File: config.mk
export PLATFORM = sky130hd
export DESIGN_NAME = mem_stage_ctrl_flat
export DESIGN_NICKNAME = d
export VERILOG_FILES = /design/src/rtl/mem_stage_ctrl_if.sv /design/src/rtl/mem_stage_ctrl.sv /design/src/flat_wrapper.sv
export SDC_FILE = /design/constraint.sdc
export NUM_CORES = 1
export LEC_CHECK = 0
export BUFFER_PORTS_ARGS = -buffer_cell sky130_fd_sc_hd__buf_2
export CAP_MARGIN = 20
export CELL_PAD_IN_SITES_DETAIL_PLACEMENT = 2
export CELL_PAD_IN_SITES_GLOBAL_PLACEMENT = 2
export CORE_MARGIN = 2
export CORE_UTILIZATION = 30
export CTS_BUF_LIST = sky130_fd_sc_hd__clkbuf_8
export CTS_CLUSTER_DIAMETER = 120
export DETAILED_ROUTE_END_ITERATION = 7
export HOLD_SLACK_MARGIN = 0.06
export PLACE_DENSITY_LB_ADDON = 0.1
export SLEW_MARGIN = 0
export SYNTH_ARGS = -nofsm -noshare
export SYNTH_HDL_FRONTEND = slang
export SYNTH_SLANG_ARGS = --single-unit
File: constraint.sdc
create_clock -name Clk -period 2.2 [get_ports Clk]
set_clock_uncertainty 0.15 [all_clocks]
set_input_delay 0.22 -clock Clk [delete_from_list [all_inputs] [get_ports Clk]]
set_output_delay 0.22 -clock Clk [all_outputs]
set_load 0.005 [all_outputs]
File: src/rtl/mem_stage_ctrl_if.sv
// Data-memory request/ack bus between the MEM-stage controller and the data memory.
// The controller owns the request side (master); the memory returns read data and the ack.
interface mem_stage_ctrl_if;
  logic        DmemReq;
  logic        DmemWe;
  logic [31:0] DmemAddr;
  logic [3:0]  DmemByteEn;
  logic [31:0] DmemWData;
  logic [31:0] DmemRData;
  logic        DmemAck;

  modport master (
    output DmemReq, DmemWe, DmemAddr, DmemByteEn, DmemWData,
    input  DmemRData, DmemAck
  );

  modport slave (
    input  DmemReq, DmemWe, DmemAddr, DmemByteEn, DmemWData,
    output DmemRData, DmemAck
  );
endinterface

File: src/rtl/mem_stage_ctrl.sv
// MEM-stage access controller: runs byte/half/word loads and stores against a
// variable-latency data memory and stalls the pipeline while an access is in flight.

// One byte lane of the store path: lane enable and the replicated store byte.
module mem_stage_lane #(
  parameter int LANE = 0
) (
  input  logic [1:0]  sizeIn,
  input  logic [1:0]  addrLo,
  input  logic [31:0] storeData,
  output logic        byteEn,
  output logic [7:0]  wByte
);
  localparam logic [1:0] LaneIdx = 2'(LANE);

  always_comb begin
    byteEn = 1'b1;
    wByte  = storeData[8*LANE +: 8];
    case (sizeIn)
      2'b00: begin
        byteEn = (addrLo == LaneIdx);
        wByte  = storeData[7:0];
      end
      2'b01: begin
        byteEn = (addrLo[1] == LaneIdx[1]);
        wByte  = storeData[8*(LANE%2) +: 8];
      end
      default: ;
    endcase
  end
endmodule

module mem_stage_ctrl #(
  parameter int TIMEOUT = 255,
  parameter int CNT_W   = 8
) (
  input  logic              Clk,
  input  logic              Rst_n,
  input  logic              MemReadIn,
  input  logic              MemWriteIn,
  input  logic [1:0]        MemSizeIn,
  input  logic              LoadSignedIn,
  input  logic [31:0]       AddressIn,
  input  logic [31:0]       StoreDataIn,
  mem_stage_ctrl_if.master  dmem,
  output logic [31:0]       LoadDataOut,
  output logic              stall_EXMEM,
  output logic              stall_MEMWB,
  output logic              MisalignOut,
  output logic              BusErrOut
);
  localparam int NUM_LANES = 4;

  localparam logic [1:0] IDLE = 2'd0;
  localparam logic [1:0] BUSY = 2'd1;
  localparam logic [1:0] DONE = 2'd2;

  localparam logic [CNT_W-1:0] CntLast = CNT_W'(TIMEOUT - 1);

  logic [1:0]                  stateQ;
  logic [CNT_W-1:0]            cntQ;
  logic [31:0]                 addrQ;
  logic                        weQ;
  logic [NUM_LANES-1:0]        beQ;
  logic [31:0]                 wdataQ;
  logic [1:0]                  sizeQ;
  logic                        signQ;
  logic [1:0]                  aLoQ;
  logic [31:0]                 loadQ;

  logic                        access;
  logic                        misalign;
  logic                        accept;
  logic                        idleOn;
  logic                        busy;
  logic                        timeoutHit;
  logic [NUM_LANES-1:0]        laneBe;
  logic [NUM_LANES-1:0][7:0]   laneWb;

  // Load extraction from the returned word, using the access attributes
  // captured when the request was launched.
  function automatic logic [31:0] extractLoad(
    input logic [31:0] rd,
    input logic [1:0]  sz,
    input logic [1:0]  aLo,
    input logic        sgn
  );
    logic [7:0]  b;
    logic [15:0] h;
    case (aLo)
      2'd0:    b = rd[7:0];
      2'd1:    b = rd[15:8];
      2'd2:    b = rd[23:16];
      default: b = rd[31:24];
    endcase
    h = aLo[1] ? rd[31:16] : rd[15:0];
    case (sz)
      2'b00:   extractLoad = {{24{sgn & b[7]}}, b};
      2'b01:   extractLoad = {{16{sgn & h[15]}}, h};
      default: extractLoad = rd;
    endcase
  endfunction

  assign access   = MemReadIn | MemWriteIn;
  assign misalign = ((MemSizeIn == 2'b01) & AddressIn[0]) |
                    (MemSizeIn[1] & (AddressIn[1:0] != 2'b00));
  assign accept   = access & ~misalign;

  // Reset also masks the Mealy outputs so everything reads 0 while Rst_n is low.
  assign idleOn     = Rst_n & (stateQ == IDLE);
  assign busy       = (stateQ == BUSY);
  assign timeoutHit = busy & ~dmem.DmemAck & (cntQ == CntLast);

  for (genvar i = 0; i < NUM_LANES; i++) begin : gLane
    mem_stage_lane #(.LANE(i)) uLane (
      .sizeIn    (MemSizeIn),
      .addrLo    (AddressIn[1:0]),
      .storeData (StoreDataIn),
      .byteEn    (laneBe[i]),
      .wByte     (laneWb[i])
    );
  end

  always_ff @(posedge Clk or negedge Rst_n) begin
    if (!Rst_n) begin
      stateQ <= IDLE;
      cntQ   <= '0;
      addrQ  <= '0;
      weQ    <= 1'b0;
      beQ    <= '0;
      wdataQ <= '0;
      sizeQ  <= '0;
      signQ  <= 1'b0;
      aLoQ   <= '0;
      loadQ  <= '0;
    end else begin
      case (stateQ)
        IDLE: begin
          if (accept) begin
            stateQ <= BUSY;
            addrQ  <= {AddressIn[31:2], 2'b00};
            weQ    <= MemWriteIn;
            beQ    <= laneBe;
            wdataQ <= MemWriteIn ? laneWb : '0;
            sizeQ  <= MemSizeIn;
            signQ  <= LoadSignedIn;
            aLoQ   <= AddressIn[1:0];
            cntQ   <= '0;
          end
        end
        BUSY: begin
          cntQ <= cntQ + 1'b1;
          // Ack is checked first so a same-cycle ack beats the timeout.
          if (dmem.DmemAck) begin
            loadQ  <= weQ ? '0 : extractLoad(dmem.DmemRData, sizeQ, aLoQ, signQ);
            stateQ <= DONE;
          end else if (cntQ == CntLast) begin
            loadQ  <= '0;
            stateQ <= DONE;
          end
        end
        DONE: begin
          loadQ  <= '0;
          stateQ <= IDLE;
        end
        default: stateQ <= IDLE;
      endcase
    end
  end

  assign dmem.DmemReq    = busy;
  assign dmem.DmemWe     = busy & weQ;
  assign dmem.DmemAddr   = busy ? addrQ  : '0;
  assign dmem.DmemByteEn = busy ? beQ    : '0;
  assign dmem.DmemWData  = busy ? wdataQ : '0;

  assign LoadDataOut = loadQ;
  assign stall_EXMEM = busy | (idleOn & accept);
  assign stall_MEMWB = busy | (idleOn & access);
  assign MisalignOut = idleOn & access & misalign;
  assign BusErrOut   = timeoutHit;
endmodule

File: src/flat_wrapper.sv
// flat-port wrapper written by rule: the top's interface ports become plain ports
module mem_stage_ctrl_flat 
#(
  parameter int TIMEOUT = 255,
  parameter int CNT_W   = 8
)
  (Clk, Rst_n, MemReadIn, MemWriteIn, MemSizeIn, LoadSignedIn, AddressIn, StoreDataIn, LoadDataOut, stall_EXMEM, stall_MEMWB, MisalignOut, BusErrOut, dmem_DmemReq, dmem_DmemWe, dmem_DmemAddr, dmem_DmemByteEn, dmem_DmemWData, dmem_DmemRData, dmem_DmemAck);
  mem_stage_ctrl_if dmem_i ();
  input  logic Clk;
  input  logic Rst_n;
  input  logic MemReadIn;
  input  logic MemWriteIn;
  input  logic [1:0] MemSizeIn;
  input  logic LoadSignedIn;
  input  logic [31:0] AddressIn;
  input  logic [31:0] StoreDataIn;
  output logic [31:0] LoadDataOut;
  output logic stall_EXMEM;
  output logic stall_MEMWB;
  output logic MisalignOut;
  output logic BusErrOut;
  output wire logic [$bits(dmem_i.DmemReq)-1:0] dmem_DmemReq;
  output wire logic [$bits(dmem_i.DmemWe)-1:0] dmem_DmemWe;
  output wire logic [$bits(dmem_i.DmemAddr)-1:0] dmem_DmemAddr;
  output wire logic [$bits(dmem_i.DmemByteEn)-1:0] dmem_DmemByteEn;
  output wire logic [$bits(dmem_i.DmemWData)-1:0] dmem_DmemWData;
  input wire logic [$bits(dmem_i.DmemRData)-1:0] dmem_DmemRData;
  input wire logic [$bits(dmem_i.DmemAck)-1:0] dmem_DmemAck;
  assign dmem_DmemReq = dmem_i.DmemReq;
  assign dmem_DmemWe = dmem_i.DmemWe;
  assign dmem_DmemAddr = dmem_i.DmemAddr;
  assign dmem_DmemByteEn = dmem_i.DmemByteEn;
  assign dmem_DmemWData = dmem_i.DmemWData;
  assign dmem_i.DmemRData = dmem_DmemRData;
  assign dmem_i.DmemAck = dmem_DmemAck;
  mem_stage_ctrl #(.TIMEOUT(TIMEOUT), .CNT_W(CNT_W)) u_core (.Clk(Clk), .Rst_n(Rst_n), .MemReadIn(MemReadIn), .MemWriteIn(MemWriteIn), .MemSizeIn(MemSizeIn), .LoadSignedIn(LoadSignedIn), .AddressIn(AddressIn), .StoreDataIn(StoreDataIn), .dmem(dmem_i), .LoadDataOut(LoadDataOut), .stall_EXMEM(stall_EXMEM), .stall_MEMWB(stall_MEMWB), .MisalignOut(MisalignOut), .BusErrOut(BusErrOut));
endmodule
After elaboration in Yosys (flattened, before gate mapping)

Index checks and enable logic that the tools add are counted.

Add/subtract/negate cells: 1
Multipliers: 0
Div/mod/pow operators: 0
$lt $le $gt $ge: 0
Eq/ne operators: 12
Shift operators: 0
Mux-type cells: 26
Bitwise gates (word level): 19
Reduce and logical (&&, ||, !) cells: 13

Operator list:

| cell                | count |
|---|---|
| $mux 32             | 6 |
| $pmux 32 s2         | 2 |
| $mux 8              | 5 |
| $pmux 8 s2          | 2 |
| $pmux 8 s3          | 1 |
| $mux 16             | 1 |
| $and 1x1->1         | 12 |
| $eq 2x1->1 const B  | 5 |
| $logic_not 2->1     | 5 |
| $add 8x1->8 const B | 1 |
| $eq 2x2->1 const B  | 4 |
| $eq 8x8->1 const B  | 1 |
| $pmux 1 s2          | 4 |
| $reduce_and 2->1    | 4 |
| $mux 2              | 3 |
| $reduce_bool 2->1   | 3 |
| $mux 4              | 1 |
| $or 1x1->1          | 4 |
| $pmux 2 s2          | 1 |
| $ne 3x3->1 const B  | 1 |
| $not 1->1           | 3 |
| $ne 2x1->1 const B  | 1 |
| $reduce_or 2->1     | 1 |

Flip-flop bits (word level): 114
Bits in latches: 0
Memory bits (writable): 0
Memory bits (read-only): 0
Logic and storage cells: 81
Memories kept: 0

Longest topological paths before layout

Depth in word-level cells: 9
Depth in mapped cells: 7
Gate-level depth less buffers: 5

Modules after synthesis

Synthesis repeated with hierarchy kept, for this count alone.

Cells, all modules: 591
Area, all modules: 6069.6 um^2

Modules (own cells, without submodules):

| module                                  | times used | cells each | area an instance (um^2) | sequential area each (um^2) |
|---|---|---|---|---|
| mem_stage_ctrl                          | 1          | 531        | 5552.8                  | 2852.7 |
| mem_stage_lane at u_core.gLane[3].uLane | 1          | 28         | 183.9                   | 0.0 |
| mem_stage_lane at u_core.gLane[2].uLane | 1          | 11         | 146.4                   | 0.0 |
| mem_stage_lane at u_core.gLane[1].uLane | 1          | 11         | 112.6                   | 0.0 |
| mem_stage_lane at u_core.gLane[0].uLane | 1          | 10         | 73.8                    | 0.0 |

Least setup slack after synthesis

OpenSTA, ideal clock, no wires.

Path type: reg2reg
From: reg u_core.aLoQ[1]
To: reg u_core.loadQ[15], in the netlist u_core.LoadDataOut[15]
Library setup time: 0.122 ns
Arrival time: 1.476 ns
Required time: 1.928 ns
Slack: 0.453 ns
Cell stages (with the launch flop): 5
Period minus slack after synthesis: 1.747 ns
Path through: dfrtp_1 mux4_2 and2_4 a21o_1 a32o_1

Longest elaborated chain between the ends: 9
Elaborated cells between the ends (all ways): 12

RTL lines:

| what                               | line                  | RTL |
|---|---|---|
| from (decl)                        | mem_stage_ctrl.sv:68  | `logic [1:0] aLoQ;` |
| from (signal assigned)             | mem_stage_ctrl.sv:147 | `aLoQ <= AddressIn[1:0];` |
| $eq 2x2->1 (tied with other cells) | mem_stage_ctrl.sv:90  | `case (aLo)` |
| $pmux 8 s3                         | mem_stage_ctrl.sv:90  |  |
| $mux 8                             | mem_stage_ctrl.sv:154 | `if (dmem.DmemAck) begin` |
| $mux 8                             | mem_stage_ctrl.sv:137 | `case (stateQ)` |
| $and 1x1->1                        | mem_stage_ctrl.sv:98  | `2'b00: extractLoad = {{24{sgn & b[7]}}, b};` |
| $pmux 32 s2 *                      | mem_stage_ctrl.sv:97  | `case (sz)` |
| $mux 32 *                          | mem_stage_ctrl.sv:155 | `loadQ <= weQ ? '0 : extractLoad(dmem.DmemRData, sizeQ, aLoQ, signQ);` |
| $mux 32 *                          | mem_stage_ctrl.sv:154 |  |
| $pmux 32 s2 *                      | mem_stage_ctrl.sv:137 |  |
| to (signal assigned)               | mem_stage_ctrl.sv:155 |  |
| to (decl)                          | mem_stage_ctrl.sv:69  | `logic [31:0] loadQ;` |

Every way passes the cells marked *; elsewhere a longest branch is shown, timed or not. The select of a mux whose other input is x is not followed.
A chain may end at the register's enable or synchronous reset.

Worst setup path after layout

From: in AddressIn[1]
To: reg u_core.wdataQ[13]

Longest elaborated chain between the ends: 6

RTL lines:

| what                       | line                  | RTL |
|---|---|---|
| from (decl)                | flat_wrapper.sv:15    | `input logic [31:0] AddressIn;` |
| $reduce_bool 2->1          | mem_stage_ctrl.sv:106 | `(MemSizeIn[1] & (AddressIn[1:0] != 2'b00));` |
| $and 1x1->1                | mem_stage_ctrl.sv:106 |  |
| $or 1x1->1                 | mem_stage_ctrl.sv:105 | `assign misalign = ((MemSizeIn == 2'b01) & AddressIn[0]) \|` |
| $not 1->1                  | mem_stage_ctrl.sv:107 | `assign accept = access & ~misalign;` |
| $and 1x1->1                | mem_stage_ctrl.sv:107 |  |
| $reduce_and 2->1 (no line) | -                     |  |
| to (signal assigned)       | mem_stage_ctrl.sv:144 | `wdataQ <= MemWriteIn ? laneWb : '0;` |
| to (decl)                  | mem_stage_ctrl.sv:65  | `logic [31:0] wdataQ;` |

No other way between the ends.

==> metrics.yaml <==
finish:
  final_common_cell: "buf_2"
  fill_cells: 2175
  fin_nets: 1064
  final_cell_mix: "buf_2 (206), nand2_1 (176), dfrtp_1 (114)"
  syn_to_final_growth_pct: 45.3
  layout-drive-gt1-share_pct: 29.9
clocking:
  numCtsBuffers: 17
  clock-sinks: 114
  clk_pin_slew_worst_paths_ns: 0.06
  cts.htree.levels: 4
  clock_latency_ns: 0.44
  cts_root_buffer: "clkbuf_8"
  ctsLongestPathBuffers: 2
  cts_tree: "yes"
  post-cts-setup-buffers: 0
die:
  die_h_um: 146
  initial_core_util_pct: 30.8
  core_area_um2: 19700
  die_area_um2: 21300
  die_w_um: 146
  placementRows: 51
  io_pins: 210
worst_setup_path:
  reg2reg_slack_ns: 0.17
  start_kind: "primary input"
  endpoint: "u_core.wdataQ[13]"
  r2r_start: "u_core.stateQ[1]"
  crit_start: "AddressIn[1]"
  cp.arrival_ns: 2.31
  r2r_end: "u_core.wdataQ[13]"
  worstSetupPathType: "primary input to register"
  slowest_delay_ns: 0.55
  crit_slowest_cell: "dlygate4sd3_1"
  cp-end-kind: "register"
  path_cells: "dlygate4sd3_1 > buf_2 > or2_2 > a211o_4 > buf_12 > o31ai_1"
  worst-path-max-fanout: 36
  cp.required_ns: 2.38
  reg2regPathDepth: 4
detailed_routing:
  routed_wl_um: 25100
  wire_per_inst_um: 20.3
  detail_route.first_pass.iterations: 4
  via_count: 6186
  antenna_left: 0
  viasPerCell: 5.01
  drcViolationCount: 0
  drt_iter0_markers: 174
global_route:
  grt_pass1_wl_um: 39900
  grt_remaining_overflow: 0
  grt_max_degree: 115
  first_global_vias: 7068
  antenna_found_initial: 1
  track_usage_pct: 23.7
synthesis:
  synthAdderAreaFrac_pct: 0.414
  synth_area_leaders: "dfrtp_1 (47%), nand2_1 (11%), and2_1 (6.9%), mux2i_1 (4.1%), o21ai_0 (3.0%)"
  synth-seq-cells: 114
  avgSynthCellArea_um2: 9.17
  ys.flop_type: "dfrtp_1"
  async_reset_ff_share_pct: 100
  ys_types: 59
  synth.area.mux_share_pct: 5.81
  synth_top_family_by_area: "simple AND/OR/NAND/NOR gates"
  synth-compound-area-share_pct: 16.9
  yosys.area.top_type: "dfrtp_1"
  synth_edf_count: 0
  synthCells: 660
  synth_xor_xnor_area_share_pct: 0.145
  ys_seq_area_share_pct: 47.2
  synth-simple-area-share_pct: 24.6
  yosysWarnings: 0
  syn-cell-area_um2: 6050
  yosysTopAreaCellShare_pct: 47.2
sta:
  min_period_ns: 2.13
  rsz0062_at_grt: "no"
  slew-limit-headroom_pct: 55.9
  min_period_over_period_pct: 97.0
  setup_ws_ns: 0.0662
  final_max_slew_viol_count: 0
  fmax_mhz: 469
  setup_viol: 0
  hold_viol: 0
  tightest_slew_ns: 0.661
  setup_tns_ns: 0
power:
  switching_share_pct: 38.8
  internal_power_mw: 5.45
  power.switching_mw: 3.46
  clockPowerShare_pct: 20.1
  power_frac_comb_pct: 41.5
  power_frac_seq_pct: 38.4
  power_density_nw_per_um2: 1010
  leakagePower_nw: 4.44
  vdd_ir_drop_max_mv: 0.344
run_status:
  outcome: "complete, no violations"
placed_design:
  place_hpwl_um: 15900
  io_buffers: 207
  globalplace.congestion: 0.767
  dpl_worst_slack_ns: 0.189
hold_path:
  hold_path.class: "primary input to register"
job:
  drv_cap: 0
## worst min-delay path by stage
stage | startpoint | end | cells after the start
global route | dmem_DmemRData[7] | u_core.LoadDataOut[7] | 4
global placement | AddressIn[11] | u_core.addrQ[11] | 3
finish | MemWriteIn | u_core.wdataQ[26] | 4
CTS | MemWriteIn | u_core.wdataQ[30] | 4
floorplan | Rst_n | u_core.LoadDataOut[0] | 0
detailed placement | AddressIn[11] | u_core.addrQ[11] | 3
## metal layers
| layer | track usage [%] | vias to the layer above | wire length (um) |
|---|---|---|---|
| met2 | 41.7 | 172 | 12800 |
| li1 | - | 2850 | - |
| met5 | 0 | - | 0 |
| met1 | 29.1 | 3124 | 10600 |
| met4 | 7.43 | 0 | 603 |
| met3 | 5.11 | 40 | 1080 |
## cells by family (layout without fill, tap and decap cells)
logic type      after synthesis  in the layout
simple gates                314            314
buf+inv                      60            367
mux                          33             33
compound gates              135            135
fa+ha+maj                     2              2
flops                       114            114
xor+xnor                      1              1
other cells                   1              3
## worst max-delay path: cells and delay by family
| kind | cells | cell delay [ns] |
|---|---|---|
| AO/OA/AOI/OAI | 2 | 0.78 |
| buffers and inverters | 3 | 0.95 |
| AND/OR/NAND/NOR | 1 | 0.36 |
## cell usage after synthesis (3+ instances only)
library cell  number
nand2_1          176
dfrtp_1          114
and2_1            67
o21ai_0           36
clkbuf_1          25
mux2i_1           25
a21oi_1           20
nand3_1           19
buf_2             15
o2bb2ai_1         15
a32o_1            14
nor2_1            13
nand2b_1          12
o31ai_1            9
o31ai_2            8
mux2_2             7
a311o_1            6
buf_4              6
inv_1              6
nor3b_1            6
buf_6              4
nor3_1             4
a21o_1             3
nor2b_1            3
o211ai_1           3
or2_2              3
or3_1              3
## registers in the layout (all words and copies together) (netlist names)
name and cells:
u_core.signQ 1, u_core.beQ 4, u_core.addrQ 30, u_core.wdataQ 32, u_core.LoadDataOut 32, u_core.aLoQ 2, u_core.sizeQ 2, u_core.stateQ 2
u_core.weQ 1, u_core.cntQ 8
## per-stage QoR
stage | hold WS [ns] | std cells | instance area, um2 | utilization [%] | power (mW)
2_1_floorplan | -0.226 | 661 | 6050 | - | 5.33
3_3_place_gp | 0.261 | 1107 | 7460 | 38.0 | 6.70
3_5_place_dp | 0.268 | 1107 | 7460 | 38.0 | 6.93
4_1_cts | 0.0927 | 1233 | 8790 | 44.7 | 8.93
5_1_grt | 0.124 | 1234 | 8790 | 44.7 | 9.57
6_report | 0.121 | 1234 | 8790 | 44.7 | 8.91
## power groups by stage
stage / clock network, mW / logic (mW) / registers [mW]
floorplan: 0 / 2.07 / 3.26
global placement: 0 / 3.32 / 3.39
detailed placement: 0 / 3.49 / 3.44
CTS: 1.85 / 3.66 / 3.42
global route: 1.93 / 4.10 / 3.54
finish: 1.79 / 3.70 / 3.42
## area by class of cell
cell class	count	area, um2	share of cell area (%)
tap	265	332	3.77
clock inverter	9	68.8	0.783
antenna	1	2.50	0.0285
clock buffer	20	275	3.13
multi-input combinational	487	2940	33.4
inverter	8	32.5	0.370
sequential	114	2850	32.4
timing repair buffer	330	2290	26.1
## repair_timing
action / CTS / global route
setup endpoints to repair: 69 / 0
gates resized for setup: 4 / 0
hold buffers: 97 / 0
hold endpoints to repair: 210 / 0
(Power assumes the default switching activity.)
